## src/rtl/bcdtosev_pkg.sv

```systemverilog
// Shared types and glyph constants for the BCD to seven-segment decoder.
// Segment order is {a,b,c,d,e,f,g}: bit 6 is a, bit 0 is g, active-high.
package bcdtosev_pkg;

   typedef logic [6:0] seg_t;

   localparam seg_t SEG_DARK = 7'b0000000;
   localparam seg_t SEG_ALL  = 7'b1111111;

   localparam seg_t GLYPH_0 = 7'b1111110;
   localparam seg_t GLYPH_1 = 7'b0110000;
   localparam seg_t GLYPH_2 = 7'b1101101;
   localparam seg_t GLYPH_3 = 7'b1111001;
   localparam seg_t GLYPH_4 = 7'b0110011;
   localparam seg_t GLYPH_5 = 7'b1011011;
   localparam seg_t GLYPH_6 = 7'b1011111;
   localparam seg_t GLYPH_7 = 7'b1110000;
   localparam seg_t GLYPH_8 = 7'b1111111;
   localparam seg_t GLYPH_9 = 7'b1111011;

   localparam seg_t GLYPH_A = 7'b1110111;
   localparam seg_t GLYPH_B = 7'b0011111;
   localparam seg_t GLYPH_C = 7'b1001110;
   localparam seg_t GLYPH_D = 7'b0111101;
   localparam seg_t GLYPH_E = 7'b1001111;
   localparam seg_t GLYPH_F = 7'b1000111;

endpackage

```

## src/rtl/bcdtosev_dec.sv

```systemverilog
// Combinational 4-bit code to active-high glyph lookup.
// o_valid is high for codes 0..9 only. Codes 10..15 give hex letters when
// BCDTOSEV_HEX_EN is defined, otherwise the dark pattern.
module bcdtosev_dec
   import bcdtosev_pkg::*;
(
   input  logic [3:0] i_code,
   output seg_t       o_glyph,
   output logic       o_valid
);

   // Glyph lookup and BCD range flag.
   always_comb begin
      o_glyph = SEG_DARK;
      o_valid = 1'b1;
      case (i_code)
         4'd0: o_glyph = GLYPH_0;
         4'd1: o_glyph = GLYPH_1;
         4'd2: o_glyph = GLYPH_2;
         4'd3: o_glyph = GLYPH_3;
         4'd4: o_glyph = GLYPH_4;
         4'd5: o_glyph = GLYPH_5;
         4'd6: o_glyph = GLYPH_6;
         4'd7: o_glyph = GLYPH_7;
         4'd8: o_glyph = GLYPH_8;
         4'd9: o_glyph = GLYPH_9;
`ifdef BCDTOSEV_HEX_EN
         4'd10: begin o_glyph = GLYPH_A; o_valid = 1'b0; end
         4'd11: begin o_glyph = GLYPH_B; o_valid = 1'b0; end
         4'd12: begin o_glyph = GLYPH_C; o_valid = 1'b0; end
         4'd13: begin o_glyph = GLYPH_D; o_valid = 1'b0; end
         4'd14: begin o_glyph = GLYPH_E; o_valid = 1'b0; end
         4'd15: begin o_glyph = GLYPH_F; o_valid = 1'b0; end
`else
         default: begin
            o_glyph = SEG_DARK;
            o_valid = 1'b0;
         end
`endif
      endcase
   end

endmodule

```

## src/rtl/bcdtosev.sv

```systemverilog
// Registered BCD to seven-segment decoder with lamp test, blanking and
// ripple-blank chaining. Optional macro BCDTOSEV_HEX_EN shows A..F for
// codes 10..15 instead of dark; err still flags those codes either way.
module bcdtosev
   import bcdtosev_pkg::*;
#(
   parameter bit SEG_ACTIVE_LOW = 1'b0
) (
   input  logic       clk,
   input  logic       rst_n,
   input  logic [3:0] bcd_in,
   input  logic       lamp_test,
   input  logic       blank,
   input  logic       rb_in,
   output logic [6:0] sev_out,
   output logic       rb_out,
   output logic       err
);

   // Dark pattern as seen on the pins, after polarity.
   localparam seg_t SEG_RST = SEG_ACTIVE_LOW ? SEG_ALL : SEG_DARK;

   seg_t w_glyph;
   logic w_valid;
   logic w_zero_blank;
   seg_t w_seg;
   seg_t w_seg_pol;

   seg_t r_sev;
   logic r_rb;
   logic r_err;

   bcdtosev_dec u_dec (
      .i_code  (bcd_in),
      .o_glyph (w_glyph),
      .o_valid (w_valid)
   );

   assign w_zero_blank = rb_in && (bcd_in == 4'd0) && !lamp_test && !blank;

   // Per-cycle priority: lamp test, blank, invalid code, ripple blank, glyph.
   always_comb begin
      w_seg = SEG_DARK;
      if (lamp_test) begin
         w_seg = SEG_ALL;
      end else if (blank) begin
         w_seg = SEG_DARK;
      end else if (!w_valid) begin
         // Decoder already returns dark here unless hex letters are enabled.
         w_seg = w_glyph;
      end else if (w_zero_blank) begin
         w_seg = SEG_DARK;
      end else begin
         w_seg = w_glyph;
      end
   end

   assign w_seg_pol = SEG_ACTIVE_LOW ? ~w_seg : w_seg;

   // Output registers with synchronous active-low reset.
   always_ff @(posedge clk) begin
      if (!rst_n) begin
         r_sev <= SEG_RST;
         r_rb  <= 1'b0;
         r_err <= 1'b0;
      end else begin
         r_sev <= w_seg_pol;
         r_rb  <= w_zero_blank;
         r_err <= !w_valid;
      end
   end

   assign sev_out = r_sev;
   assign rb_out  = r_rb;
   assign err     = r_err;

endmodule

```

## config.mk

```make
export PLATFORM = sky130hd
export DESIGN_NAME = bcdtosev
export DESIGN_NICKNAME = d
export VERILOG_FILES = /design/src/rtl/bcdtosev_pkg.sv /design/src/rtl/bcdtosev_dec.sv /design/src/rtl/bcdtosev.sv
export SDC_FILE = /design/constraint.sdc
export NUM_CORES = 1
export LEC_CHECK = 0
export CORE_AREA = 2 2 39 41
export DETAILED_ROUTE_END_ITERATION = 8
export DIE_AREA = 0 0 41 43
export HOLD_SLACK_MARGIN = 0.1
export SYNTH_ARGS = -nofsm -noshare
export SYNTH_HDL_FRONTEND = slang
export SYNTH_SLANG_ARGS = --single-unit
export TNS_END_PERCENT = 5
```

## constraint.sdc

```tcl
create_clock -name clk -period 2.1 [get_ports clk]
set_input_delay 0.315 -clock clk [delete_from_list [all_inputs] [get_ports clk]]
set_output_delay 0.315 -clock clk [all_outputs]
set_load 0.03 [all_outputs]
```

==> impl_results.md <==
- Final Max Tran Viols: 0
- Grt total ovfl: 0
- GRT Total Usage: 0.1087
- Pre-CTS setup slack: approximately 0.3 ns
- Cts bufs inserted: 3
- Fin area: ~630 sq um
- Die W: approximately 40 um
- Commonest cells after routing, fill and taps aside: clkdlybuf4s50_1, dfxtp_1, nand2_1
- Post-route ant nets: 0
- Period Utilization, post-route: 0.7300
- Slew HR: 0.7803
- Worst setup margin: between 0.5 and 0.6 ns
- Flops & latches, synth: 9
- HPWL Detailed: approximately 630 um
- Slew @ Worst Pin: between 0.3 and 0.4 ns
- DR pass1 iterations: 4
- Critical Path Slowest Stage Cell: clkdlybuf4s50_1
- Hold Fails Final Rpt: 0
- Row cnt: 14
- Crit path max-delay family: buffers and inverters
- Syn_area_per_cell: approximately 9.5 sq um
- Initial antenna violation count: 0
- Post-DR wirelength/cell: roughly 9.7 um
- Layout area overhead: 46.94%
- Synth Area in XOR/XNOR: 0.02041
- GPL Wtd Cong: 0.8373
- TritonCTS clock tree: done
- Arrival @ worst endpoint: ~1.2 ns
- CP Max Fanout: 1
- Initial core utilization: 0.3101
- Sum Neg Setup Slack: 0 ns
- Layout fillers: approximately 140
- Routed vias/inst: about 4.8
- Post-Synth Adder-Cell Area: 0
- VDD IR-drop max: ~0.17 mV
- Multiplexer area fraction after synthesis: 0.02332
- CP Data Required Time: about 1.8 ns
- Initial DRC count: 20
- CTS root buffer: clkbuf_4
- DRC violations left: 0
- Clk sinks: 9
- First-pass GRT wire length: between 1000 and 1500 um
- PD cells: 667.1 mW/mm^2
- Hold Path End: rb_out$_SDFF_PN0_
- Commonest non-fill, non-tap cell in the layout: clkdlybuf4s50_1
- # hold bufs at CTS: 0
- Setup Viol. Count Final: 0
- Worst hold stages: 2
- Post-Synthesis Cells: 45
- Count of cell types in the netlist: 21
- Worst Setup Start Kind: flop
- Core ar.: around 0.0014 sq mm
- Status: finished, final reports clean
- Layout cells sized above 1: 0.1231
- CTS resizes: 0
- H-tree depth: 1
- Worst path max stage delay: roughly 0.66 ns
- Synth Area in Simple Gates: 0.1866
- Syn_nets: 54
- Area fraction in compound gates after synthesis: 0.2536
- Yosys warning total: 0
- Vias: a little under 400
- Post CTS Setup Buffer Count: 0
- Hold Crit Class: primary input to flop
- F_max: 652.3 MHz
- Fin crit period: about 1.5 ns
- P_leak: ~0.25 nW
- Max-Cap Viols: 0
- Register area share after synthesis: 0.4198
- Number of global-route vias before repair: between 300 and 400
- Synthesized area: between 400 and 500 sq um
- Hold wc startpoint: blank
- Nets: 75
- RSZ-0062 raised after global routing: false
- Reg area: around 180 sq um
- CTS clk-pin slew, worst paths: roughly 0.060 ns
- Number of port buffers: 17
- Multi-input logic area: ~210 sq um
- Die ar.: 0.001763 sq mm
- Number of diodes: 0
- Placement Cell Area: around 600 sq um
- Largest net degree at the start of global routing: 9
- Critical path class: flop to primary output
- Main combinational cell family by area after synthesis: compound AO/OA/AOI/OAI gates
- WP buf/inv: 1
- DRT Wirelength: between 700 and 800 um
- Max Buffers Root-to-Sink: 2
- IO Count: 18
- Setup crit end kind: primary output
- CP Cell Sequence: clkdlybuf4s50_1
- Die H: 43 um
==> registers in the layout, indices dropped and copies added (netlist names) <==
register / flops
sev_out: 7
err: 1
rb_out: 1
==> cells in the mapped netlist <==
| cell | count | share of area |
|---|---|---|
| a311oi_4 | 1 | 0.061 |
| nand3_1 | 4 | 0.047 |
| buf_4 | 1 | 0.017 |
| nor3b_1 | 1 | 0.017 |
| buf_6 | 2 | 0.052 |
| xor2_1 | 1 | 0.020 |
| a31oi_1 | 3 | 0.044 |
| a22oi_1 | 1 | 0.017 |
| mux2i_1 | 1 | 0.023 |
| inv_1 | 3 | 0.026 |
| dfxtp_1 | 9 | 0.42 |
| a21boi_1 | 1 | 0.017 |
| nor2_1 | 3 | 0.026 |
| o21a_1 | 1 | 0.017 |
| a21oi_1 | 2 | 0.023 |
| nand2_1 | 5 | 0.044 |
| o21ai_2 | 1 | 0.020 |
| and2_1 | 1 | 0.015 |
| o21ai_0 | 1 | 0.012 |
| o2111ai_1 | 2 | 0.041 |
| nor3_4 | 1 | 0.038 |
==> logic make-up (layout without fill, tap and decap cells) <==
group / count (synthesis) / count (layout)
and+or+nand+nor: 15 / 15
muxes: 1 / 1
xor gates and xnor gates: 1 / 1
AOI/OAI and AO/OA: 13 / 13
buffers and inverters: 6 / 26
DFF: 9 / 9
==> layout make-up <==
type	count	area share
multi-input cells	30	0.3294
well taps	16	0.03175
flip-flops and latches	9	0.2857
inverters	3	0.01786
repair buffers	19	0.2937
clock buffers	4	0.04167
==> report_power, final <==
part | total, mW | switching [mW] | internal (mW)
Sequential | 0.185 | 0.00231 | 0.182
Clock | 0.130 | 0.0568 | 0.0730
Combinational | 0.106 | 0.0581 | 0.0482
Total | 0.421 | 0.117 | 0.303
==> worst max-delay path by stage <==
stage / from / to / slack (ns) / cells past startpoint
3_5_place_dp: bcd_in[2] / sev_out[5]$_SDFF_PN0_ / 0.31 / 5
4_1_cts: sev_out[3]$_SDFF_PN0_ / sev_out[3] / 0.55 / 1
5_1_grt: bcd_in[2] / sev_out[5]$_SDFF_PN0_ / 0.48 / 5
2_1_floorplan: bcd_in[1] / sev_out[4]$_SDFF_PN0_ / 0.89 / 5
6_report: sev_out[3]$_SDFF_PN0_ / sev_out[3] / 0.57 / 1
3_3_place_gp: bcd_in[2] / sev_out[3]$_SDFF_PN0_ / 0.34 / 5
==> routing by layer <==
| metal | part of all wire | vias up | global-route usage |
|---|---|---|---|
| li1 | - | 202 | - |
| met4 | 0.023 | 0 | 0.1000 |
| met5 | 0 | - | 0 |
| met2 | 0.44 | 21 | 0.1344 |
| met3 | 0.093 | 2 | 0.02094 |
| met1 | 0.45 | 167 | 0.1489 |
==> metrics by stage <==
step | cells | util | power [mW] | hold slack [ns]
6_report | 81 | 0.4557 | 0.4207 | 0.7371
5_1_grt | 81 | 0.4557 | 0.4445 | 0.7543
4_1_cts | 81 | 0.4557 | 0.4272 | 0.7290
3_5_place_dp | 77 | 0.4367 | 0.2950 | 1.003
3_3_place_gp | 77 | 0.4367 | 0.2951 | 0.9963
2_1_floorplan | 45 | - | 0.2504 | 0.3911
Note: power is estimated with default switching activity, not from simulation.
